`config.mk`:
```
export PLATFORM = sky130hd
export DESIGN_NAME = sdram_port_arbiter
export DESIGN_NICKNAME = d
export VERILOG_FILES = /design/src/rtl/sdram_arb_pkg.sv /design/src/rtl/sdram_rr_arbiter.sv /design/src/rtl/sdram_port_arbiter.sv
export SDC_FILE = /design/constraint.sdc
export NUM_CORES = 1
export LEC_CHECK = 0
export CORE_MARGIN = 2
export CORE_UTILIZATION = 25
export CTS_BUF_LIST = sky130_fd_sc_hd__clkbuf_8
export DETAILED_ROUTE_END_ITERATION = 8
export PLACE_DENSITY_LB_ADDON = 0.3
export SKIP_LAST_GASP = 1
export SLEW_MARGIN = 25
export SYNTH_ARGS = -nofsm -noshare
export SYNTH_HDL_FRONTEND = slang
export SYNTH_SLANG_ARGS = --single-unit
```
`constraint.sdc`:
```
create_clock -name iCLK -period 2.23 [get_ports iCLK]
set_input_delay 0.446 -clock iCLK [delete_from_list [all_inputs] [get_ports iCLK]]
set_output_delay 0.446 -clock iCLK [all_outputs]
set_load 0.02 [all_outputs]
```
`src/rtl/sdram_arb_pkg.sv`:
```
`default_nettype none
// ============================================================================
// Module      : sdram_arb_pkg
// Description : Shared types and width helpers for the SDRAM port arbiter.
// Revision    : 1.0 - initial release
// ============================================================================
package sdram_arb_pkg;

  // Arbiter FSM states
  typedef enum logic [1:0] {
    ST_IDLE  = 2'd0,
    ST_ISSUE = 2'd1,
    ST_GUARD = 2'd2
  } arbState_t;

  // Width of the grant index for a given channel count
  function automatic int gntWidth(input int numCh);
    return (numCh < 2) ? 1 : $clog2(numCh);
  endfunction

  // Width of a counter that must hold 0..maxCount (never narrower than 1)
  function automatic int cntWidth(input int maxCount);
    return (maxCount < 1) ? 1 : $clog2(maxCount + 1);
  endfunction

endpackage
`default_nettype wire

```
`src/rtl/sdram_rr_arbiter.sv`:
```
`default_nettype none
// ============================================================================
// Module      : sdram_rr_arbiter
// Description : Combinational round-robin pick. The search starts at iPtr and
//               wraps from NUM_CH-1 back to 0; the pointer register is owned
//               by the parent and advanced only when a grant is taken.
// Revision    : 1.0 - initial release
// ============================================================================
module sdram_rr_arbiter
  import sdram_arb_pkg::*;
#(
  parameter int NUM_CH = 4
) (
  input  logic [NUM_CH-1:0]           iReq,
  input  logic [gntWidth(NUM_CH)-1:0] iPtr,
  output logic [gntWidth(NUM_CH)-1:0] oWinner,
  output logic                        oValid
);

  localparam int GW = gntWidth(NUM_CH);

  logic          wFound;
  logic [GW-1:0] wPick;

  // Two ordered passes: channels at/after the pointer first, then the wrapped ones
  always_comb begin
    wFound = 1'b0;
    wPick  = '0;
    for (int j = 0; j < NUM_CH; j++) begin
      if (!wFound && iReq[j] && (GW'(j) >= iPtr)) begin
        wFound = 1'b1;
        wPick  = GW'(j);
      end
    end
    for (int j = 0; j < NUM_CH; j++) begin
      if (!wFound && iReq[j] && (GW'(j) < iPtr)) begin
        wFound = 1'b1;
        wPick  = GW'(j);
      end
    end
    oWinner = wPick;
    oValid  = wFound;
  end

endmodule
`default_nettype wire

```
`src/rtl/sdram_port_arbiter.sv`:
```
`default_nettype none
// ============================================================================
// Module      : sdram_port_arbiter
// Description : Shares one SDRAM controller host port among NUM_CH requesters
//               with a REQ/ACK handshake, round-robin arbitration, latched
//               commands, read-data capture, a guard interval after every
//               completion and an optional completion timeout.
// Revision    : 1.0 - initial release
// ============================================================================
module sdram_port_arbiter
  import sdram_arb_pkg::*;
#(
  parameter int NUM_CH       = 4,
  parameter int DSIZE        = 16,
  parameter int ASIZE        = 22,
  parameter int GUARD_CYCLES = 2,
  parameter int TIMEOUT      = 0
) (
  input  logic                      iCLK,
  input  logic                      iRST_n,
  input  logic [NUM_CH-1:0]         iCH_REQ,
  input  logic [NUM_CH-1:0]         iCH_WE,
  input  logic [NUM_CH*ASIZE-1:0]   iCH_ADDR,
  input  logic [NUM_CH*DSIZE-1:0]   iCH_DATA,
  output logic [NUM_CH-1:0]         oCH_ACK,
  output logic                      oCH_ERR,
  output logic [DSIZE-1:0]          oCH_RDATA,
  output logic [$clog2(NUM_CH)-1:0] oGNT,
  output logic                      oBUSY,
  output logic [ASIZE-1:0]          oSDR_ADDR,
  output logic [DSIZE-1:0]          oSDR_DATA,
  output logic                      oSDR_RD,
  output logic                      oSDR_WR,
  input  logic [DSIZE-1:0]          iSDR_DATA,
  input  logic                      iSDR_Done
);

  localparam int GW = $clog2(NUM_CH);
  localparam int TW = cntWidth(TIMEOUT);
  localparam int CW = cntWidth(GUARD_CYCLES);
  localparam bit TIMEOUT_EN = (TIMEOUT > 0);
  localparam bit GUARD_EN   = (GUARD_CYCLES > 0);
  // Timeout fires in the last of TIMEOUT strobe cycles, so the strobe is high exactly TIMEOUT cycles
  localparam logic [TW-1:0] TO_LAST    = TW'((TIMEOUT > 0) ? (TIMEOUT - 1) : 0);
  // Guard state holds the ACK cycle plus GUARD_CYCLES further cycles
  localparam logic [CW-1:0] GUARD_LAST = CW'(GUARD_CYCLES);

  typedef struct packed {
    logic             we;
    logic [ASIZE-1:0] addr;
    logic [DSIZE-1:0] data;
  } sdrCmd_t;

  arbState_t         rState;
  arbState_t         wNextState;
  sdrCmd_t           rCmd;
  sdrCmd_t           wReqCmd;
  logic [GW-1:0]     rPtr;
  logic [GW-1:0]     rGnt;
  logic [GW-1:0]     wWinner;
  logic [GW-1:0]     wNextPtr;
  logic              wValid;
  logic              wGrant;
  logic              wComplete;
  logic              wAbort;
  logic [TW-1:0]     rToCnt;
  logic [CW-1:0]     rGuardCnt;
  logic              rSdrRd;
  logic              rSdrWr;
  logic              rErr;
  logic [NUM_CH-1:0] rAck;
  logic [DSIZE-1:0]  rRdata;

  sdram_rr_arbiter #(
    .NUM_CH (NUM_CH)
  ) uArbiter (
    .iReq    (iCH_REQ),
    .iPtr    (rPtr),
    .oWinner (wWinner),
    .oValid  (wValid)
  );

  // Winner's command fields and the pointer value that follows a grant to it
  always_comb begin
    wReqCmd.we   = iCH_WE[wWinner];
    wReqCmd.addr = iCH_ADDR[wWinner*ASIZE +: ASIZE];
    wReqCmd.data = iCH_DATA[wWinner*DSIZE +: DSIZE];
    wNextPtr     = (wWinner == GW'(NUM_CH - 1)) ? '0 : (wWinner + 1'b1);
  end

  // Next-state logic; Done wins over a timeout landing in the same cycle
  always_comb begin
    wNextState = rState;
    wGrant     = 1'b0;
    wComplete  = 1'b0;
    wAbort     = 1'b0;
    case (rState)
      ST_IDLE: begin
        if (wValid) begin
          wGrant     = 1'b1;
          wNextState = ST_ISSUE;
        end
      end
      ST_ISSUE: begin
        if (iSDR_Done) begin
          wComplete  = 1'b1;
          wNextState = GUARD_EN ? ST_GUARD : ST_IDLE;
        end else if (TIMEOUT_EN && (rToCnt == TO_LAST)) begin
          wAbort     = 1'b1;
          wNextState = GUARD_EN ? ST_GUARD : ST_IDLE;
        end
      end
      ST_GUARD: begin
        if (rGuardCnt == GUARD_LAST) begin
          wNextState = ST_IDLE;
        end
      end
      default: wNextState = ST_IDLE;
    endcase
  end

  // FSM state register
  always_ff @(posedge iCLK or negedge iRST_n) begin
    if (!iRST_n) begin
      rState <= ST_IDLE;
    end else begin
      rState <= wNextState;
    end
  end

  // Command latch, strobes, completion pulse, read capture and counters
  always_ff @(posedge iCLK or negedge iRST_n) begin
    if (!iRST_n) begin
      rCmd      <= '0;
      rPtr      <= '0;
      rGnt      <= '0;
      rSdrRd    <= 1'b0;
      rSdrWr    <= 1'b0;
      rAck      <= '0;
      rErr      <= 1'b0;
      rRdata    <= '0;
      rToCnt    <= '0;
      rGuardCnt <= '0;
    end else begin
      rAck <= '0;
      rErr <= 1'b0;
      if (wGrant) begin
        rCmd   <= wReqCmd;
        rGnt   <= wWinner;
        rPtr   <= wNextPtr;
        rSdrRd <= ~wReqCmd.we;
        rSdrWr <= wReqCmd.we;
        rToCnt <= '0;
      end
      if (TIMEOUT_EN && (rState == ST_ISSUE) && !wComplete && !wAbort) begin
        rToCnt <= rToCnt + 1'b1;
      end
      if (wComplete || wAbort) begin
        rSdrRd    <= 1'b0;
        rSdrWr    <= 1'b0;
        rAck      <= {{(NUM_CH-1){1'b0}}, 1'b1} << rGnt;
        rErr      <= wAbort;
        rGuardCnt <= '0;
      end
      if (wComplete && !rCmd.we) begin
        rRdata <= iSDR_DATA;
      end
      if ((rState == ST_GUARD) && (rGuardCnt != GUARD_LAST)) begin
        rGuardCnt <= rGuardCnt + 1'b1;
      end
    end
  end

  assign oCH_ACK   = rAck;
  assign oCH_ERR   = rErr;
  assign oCH_RDATA = rRdata;
  assign oGNT      = rGnt;
  assign oBUSY     = (rState != ST_IDLE);
  assign oSDR_ADDR = rCmd.addr;
  assign oSDR_DATA = rCmd.data;
  assign oSDR_RD   = rSdrRd;
  assign oSDR_WR   = rSdrWr;

endmodule
`default_nettype wire

```
==> results of run 1 <==
==> tightest hold or removal path, stage by stage, from the launching register on <==
cell and delay (ns):
dfrtp_1 0.35, nand2_1 0.05, o221ai_1 0.06
==> registers in the layout, indices dropped and copies added (netlist names) <==
register,count
oCH_ACK,4
oCH_RDATA,16
oGNT,2
oSDR_ADDR,22
oSDR_DATA,16
oSDR_RD,1
oSDR_WR,1
rCmd,1
rGuardCnt,2
rPtr,2
rState,2
==> per-stage QoR <==
step                TNS [ns]  power (mW)
floorplan                  0        5.33
global placement       -1.09        6.98
detailed placement     -2.58        7.09
CTS                        0        8.23
global route               0        8.63
finish                     0        8.08
==> what timing repair did <==
action | CTS | global route
endpoints found under the setup margin | 1 | 0
hold endpoints to repair | 1 | 0
hold buffers | 1 | 0
resized for setup | 1 | 0
buffers inserted | 0 | 0
==> final timing paths <==
path                                       to  slack [ns]  cells past startpoint
worst max-delay path            oSDR_ADDR[21]        0.24                      7
worst min-delay path            oSDR_DATA[15]        0.49                      2
worst max register to register   oSDR_ADDR[6]        0.48                      5
worst min register to register  oSDR_DATA[15]        0.49                      2
max in group asynchronous       oSDR_ADDR[11]        1.12                      3
min in group asynchronous        rGuardCnt[1]        0.55                      2
==> layout make-up <==
| class | count | area [um2] | area share |
|---|---|---|---|
| Multi-Input combinational cell | 231 | 1800 | 0.269 |
| Clock buffer | 9 | 124 | 0.0185 |
| Tap cell | 216 | 270 | 0.0404 |
| Sequential cell | 69 | 1730 | 0.258 |
| Inverter | 4 | 15.0 | 0.00225 |
| Timing Repair Buffer | 261 | 2670 | 0.400 |
| Clock inverter | 7 | 80.1 | 0.0120 |
==> synth_stat cells, types with 2 or more instances <==
cell type and n:
mux2i_1 77, dfrtp_1 69, nand2_1 56, buf_4 42, o221ai_1 38, mux2_2 16, nor2_1 10, buf_2 8
clkbuf_1 8, buf_6 5, a21oi_1 4, inv_1 3, nand2b_1 3, a211o_1 2, a311oi_1 2, ha_1 2
nand3_1 2, o211ai_1 2, o21ai_0 2, or2_2 2
==> report_power, final <==
group,total [mW],internal [mW],switching (mW),leakage (nW)
registers,2.22,1.86,0.360,0.851
logic,4.77,2.43,2.34,1.98
clock network,1.09,0.530,0.558,0.0968
==> cell families (layout without fill, tap and decap cells) <==
group,Yosys count,in the layout
buffers and inverters,68,281
AND/OR/NAND/NOR,78,78
other,1,1
flip-flops,69,69
multiplexers,93,93
adder cells (fa/ha/maj),2,2
AO/OA/AOI/OAI,57,57
==> per-layer routing <==
metal  GRT usage  share of wire  vias up
met4      0.0746          0.029        0
li1            -              -     1720
met1       0.165           0.38     1729
met2       0.276           0.53      135
met3      0.0357          0.066       23
met5           0              0        -
==> impl_metrics.py, run 1 <==
metrics = {
    "synth": {
        "synthTopCellsByArea": "dfrtp_1 44%, mux2i_1 19%, o221ai_1 8.4%, buf_4 8.0%, nand2_1 5.3%",
        "synth_xor_area_frac": 0,
        "ys_types": 35,
        "yosysWarnings": 0,
        "synth_top_family_by_area": "multiplexers",
        "yosys.area.top_type_share": 0.436,
        "synth_edf_count": 0,
        "synthArstFlopShare": 1.00,
        "synth.largest_area_cell": "dfrtp_1",
        "yosys.area_share.simple": 0.0811,
        "synth_mux_area_frac": 0.240,
        "synthAdderAreaFrac": 0.00632,
        "synth_cells": 368,
        "synthesis.nets": 549,
        "avgSynthCellArea_um2": 10.8,
        "ys_seq_area_frac": 0.436,
        "synth_ff_type": "dfrtp_1",
        "ys_seq_elements": 69,
        "synthesis.area_mm2": 0.00396,
        "synth_compound_area_frac": 0.120,
    },
    "routing": {
        "drtPass1Iterations": 4,
        "drtAntennaViolNets": 0,
        "drt_iter0_drc": 136,
        "drc": 0,
        "drt_wl_total_mm": 12.7,
        "vias": 3607,
        "routedWlPerCell_um": 16.0,
        "viasPerCell": 4.53,
    },
    "final_layout": {
        "finalNonFillerCells": 797,
        "fillers": 1512,
        "final_net_count": 757,
        "final_common_cell": "clkdlybuf4s50_1",
        "drive_gt1_frac": 0.105,
        "design_area_mm2": 0.00669,
        "diodes": 0,
        "fin_util": 0.426,
        "layout_common_cells": "239 x clkdlybuf4s50_1, 77 x mux2i_1, 69 x dfrtp_1",
        "syn_to_final_growth_pct": 68.8,
    },
    "setup_path": {
        "worst_path_max_delay_cell": "clkdlybuf4s50_1",
        "worstPathCellList": "clkdlybuf4s50_1, nor2b_1, a21o_1, a211o_4, buf_4, mux2i_1, o221ai_1",
        "cp.required_ns": 2.46,
        "crit_fanout": 6,
        "worst_r2r_startpoint": "rState[1]",
        "slowest_delay_ns": 0.47,
        "worst_setup_path_start_kind": "input port",
        "worstSetupPathType": "in2reg",
        "path_buf_inv": 2,
        "endpoint_kind": "register",
        "cp_top_family": "compound AO/OA/AOI/OAI gates",
        "arrival_ns": 2.22,
        "startpoint": "iCH_REQ[2]",
    },
    "clocking": {
        "cts_inserted_buffers": 9,
        "insertion_delay_ns": 0.37,
        "cts_tree": "built",
        "clkTransAtPathRegs_ns": 0.08,
        "ctsRootBufferMaster": "clkbuf_8",
        "cts.sinks": 69,
        "cts_htree_levels": 3,
        "cts_max_path_buffers": 2,
    },
    "placed_design": {
        "place_ws_ns": -0.156,
        "port_buffers": 241,
        "dp.cells": 780,
        "post-dp-hpwl_mm": 9.97,
        "gp_congestion": 0.775,
        "dpl_cell_area_mm2": 0.00647,
    },
    "die": {
        "start_util": 0.252,
        "die_x_um": 130,
        "dieArea_mm2": 0.0169,
        "io_pins": 243,
        "rows": 46,
        "fp.dieH_um": 130,
        "coreArea_mm2": 0.0157,
    },
    "sta": {
        "period_minus_slack_ns": 1.99,
        "worst_slack_ns": 0.239,
        "rsz0062_at_grt": "false",
        "finalHoldViolCount": 0,
        "setup_viol": 0,
        "final.period_utilization": 0.893,
        "drv_slew": 0,
        "clock_skew_ns": 0.0115,
        "max_freq_mhz": 502,
        "timing.hold.ws_ns": 0.490,
    },
    "global_route": {
        "grt_max_degree": 41,
        "grt_pass1_vias": 3881,
        "antenna_found_initial": 0,
        "grt_pass1_wl_mm": 19.6,
        "track_usage": 0.152,
        "overflow": 0,
    },
    "pwr": {
        "p_leak_nw": 2.92,
        "p_per_area_mw_per_mm2": 1210,
        "ir_drop_mv": 0.511,
    },
    "worst_hold_path": {
        "holdCritPathClass": "reg2reg",
        "min-delay-start": "oSDR_DATA[15]",
    },
    "run": {
        "max_cap_violations": 0,
    },
    "run_status": {
        "status": "completed",
    },
}
(Power assumes the default switching activity.)
==> run 2: changes to the inputs <==
- ABC_AREA: not set -> 1
==> impl_metrics.py, run 2 <==
metrics = {
    "run_status": {
        "status": "completed",
    },
    "routing": {
        "drtAntennaViolNets": 0,
        "routedWlPerCell_um": 13.3,
        "drt_iter0_drc": 217,
        "drt_wl_total_mm": 16.0,
        "vias": 4943,
        "drtPass1Iterations": 4,
        "drc": 0,
        "viasPerCell": 4.12,
    },
    "setup_path": {
        "cp.required_ns": 1.78,
        "worst_r2r_startpoint": "rPtr[0]",
        "r2r_end": "oSDR_DATA[8]",
        "worstSetupPathType": "reg2out",
        "startpoint": "rState[1]",
        "rr_worst_depth": 12,
        "worst_path_max_delay_cell": "clkdlybuf4s50_1",
        "path_buf_inv": 2,
        "crit_fanout": 4,
        "arrival_ns": 1.62,
        "slowest_delay_ns": 0.54,
        "cp_top_family": "buffers and inverters",
        "endpoint": "oBUSY",
        "cp.depth": 3,
        "endpoint_kind": "primary output",
        "worstPathCellList": "nor2_2, inv_1, clkdlybuf4s50_1",
        "worst_setup_path_start_kind": "register",
        "reg2reg_slack_ns": 0.50,
    },
    "clocking": {
        "insertion_delay_ns": 0.36,
        "cts_tree": "built",
        "cts_htree_levels": 3,
        "cts.sinks": 69,
        "ctsRootBufferMaster": "clkbuf_8",
        "clkTransAtPathRegs_ns": 0.08,
        "cts_max_path_buffers": 2,
        "cts_inserted_buffers": 9,
        "post_cts_buffers": 0,
    },
    "synth": {
        "synth_top_cells_by_count": "294 x nand2_1, 128 x inv_1, 81 x nand3_1",
        "synthTopCellsByArea": "dfrtp_1 36%, nand2_1 23%, inv_1 9.9%, nand3_1 8.3%, buf_4 6.0%",
        "synthesis.nets": 913,
        "synth.most_common_cell": "nand2_1",
        "ys_types": 25,
        "synthesis.area_mm2": 0.00486,
        "synth_edf_count": 0,
        "synth_ff_type": "dfrtp_1",
        "synth.largest_area_cell": "dfrtp_1",
        "synth_cells": 732,
        "avgSynthCellArea_um2": 6.64,
        "ys_seq_area_frac": 0.355,
        "yosys.area.top_type_share": 0.355,
        "ys_seq_elements": 69,
        "yosysWarnings": 0,
        "synthArstFlopShare": 1.00,
    },
    "placed_design": {
        "port_buffers": 241,
        "gp_congestion": 0.788,
        "dp.cells": 1185,
        "post-dp-hpwl_mm": 12.0,
        "place_ws_ns": 0.00629,
    },
    "pwr": {
        "ir_drop_mv": 0.505,
        "p_leak_nw": 3.90,
        "p_per_area_mw_per_mm2": 1140,
    },
    "run": {
        "max_cap_violations": 0,
    },
    "global_route": {
        "overflow": 0,
        "grt_max_degree": 41,
        "grt_pass1_wl_mm": 24.9,
        "track_usage": 0.156,
        "antenna_found_initial": 0,
        "grt_pass1_vias": 4777,
    },
    "sta": {
        "setup_viol": 0,
        "setup_tns_ns": 0,
        "drv_slew": 0,
        "worst_slack_ns": 0.164,
        "slew_headroom": 0.662,
        "worst_pin_slew_ns": 0.506,
        "final.period_utilization": 0.926,
        "finalHoldViolCount": 0,
        "max_freq_mhz": 484,
        "rsz0062_at_grt": "false",
        "timing.hold.ws_ns": 0.0531,
        "clock_skew_ns": 0.0105,
        "period_minus_slack_ns": 2.07,
    },
    "final_layout": {
        "fin_util": 0.395,
        "drive_gt1_frac": 0.0737,
        "syn_to_final_growth_pct": 56.4,
        "largest_reg_flops": 22,
        "final_common_cell": "nand2_1",
        "diodes": 0,
        "fillers": 2042,
        "layout_common_cells": "291 x nand2_1, 240 x clkdlybuf4s50_1, 127 x inv_1",
        "final_net_count": 1112,
        "finalNonFillerCells": 1201,
    },
    "worst_hold_path": {
        "holdCritPathClass": "in2async",
    },
    "die": {
        "io_pins": 243,
        "rows": 51,
        "start_util": 0.252,
        "die_x_um": 143,
        "fp.dieH_um": 143,
        "dieArea_mm2": 0.0206,
        "coreArea_mm2": 0.0193,
    },
}
run 2: changes by cell type after synthesis, sizes merged, moves of 3 or more:
cell	before	now
a21oi	5	1
buf	56	65
clkbuf	8	13
inv	4	129
mux2i	77	0
nand2	56	295
nand2b	3	0
nand3	2	82
nand3b	0	39
nor2	11	4
nor3	1	4
o21ai	3	6
o221ai	38	0
run 2: logic make-up (layout without fill, tap and decap cells):
family          count (synthesis)  in the layout  synth area share
compound gates                  9              9            0.0103
fa+ha+maj                       2              2           0.00515
buf+inv                       208            412             0.202
flops                          69             69             0.355
mux                            16             16            0.0371
other cells                     1              1          0.000771
simple gates                  427            427             0.389
run 2: how the worst min path moves through the flow:
stage                      start             to  cells after the start
after floorplan           iRST_n     oCH_ACK[0]                      0
after global placement    iRST_n   oSDR_ADDR[6]                      1
after detailed placement  iRST_n  oSDR_ADDR[11]                      1
after CTS                 iRST_n  oSDR_ADDR[11]                      1
after global routing      iRST_n  oSDR_ADDR[11]                      1
final                     iRST_n  oSDR_ADDR[11]                      1
run 2: where the power goes:
part,switching [mW],internal [mW],leakage [nW],total [mW]
registers,0.338,1.86,0.850,2.20
logic,3.06,2.50,2.96,5.56
clock network,0.533,0.406,0.0856,0.939
run 2: cell type report:
class | instances | area, um2 | share of cell area
clock inverter | 7 | 51.3 | 0.00675
sequential | 69 | 1730 | 0.227
clock buffer | 9 | 124 | 0.0163
timing repair buffer | 266 | 2720 | 0.358
tap | 265 | 332 | 0.0436
multi-input combinational | 455 | 2160 | 0.284
inverter | 130 | 488 | 0.0642
run 2: what timing repair did:
item | 4_1_cts | 5_1_grt
hold buffers | 0 | 0
gates resized for setup | 1 | 0
setup endpoints to repair | 1 | 0
run 2: routing by layer:
| metal | routed length (um) | part of all wire | track usage | up-vias |
|---|---|---|---|---|
| met5 | 0 | 0 | 0 | - |
| met3 | 1210 | 0.076 | 0.0470 | 8 |
| met4 | 137 | 0.0086 | 0.0341 | 0 |
| met2 | 7670 | 0.48 | 0.267 | 160 |
| li1 | - | - | - | 2557 |
| met1 | 6970 | 0.44 | 0.194 | 2218 |
run 2: worst reg2reg max path: stages (launching register included):
cell     delay [ns]
dfrtp_1        0.39
nand2_1        0.08
nand2_1        0.08
nand2_1        0.10
nor2_4         0.16
nand4_1        0.12
nand2_2        0.15
inv_2          0.09
buf_4          0.19
nand3_1        0.09
nand2_1        0.07
nand2_1        0.06
nand2_1        0.05
run 2: stage by stage:
stage,power [mW],area [um2]
after global routing,9.48,7600
after floorplan,5.74,4860
final,8.70,7600
after detailed placement,7.85,7430
after global placement,7.82,7430
after CTS,8.84,7600
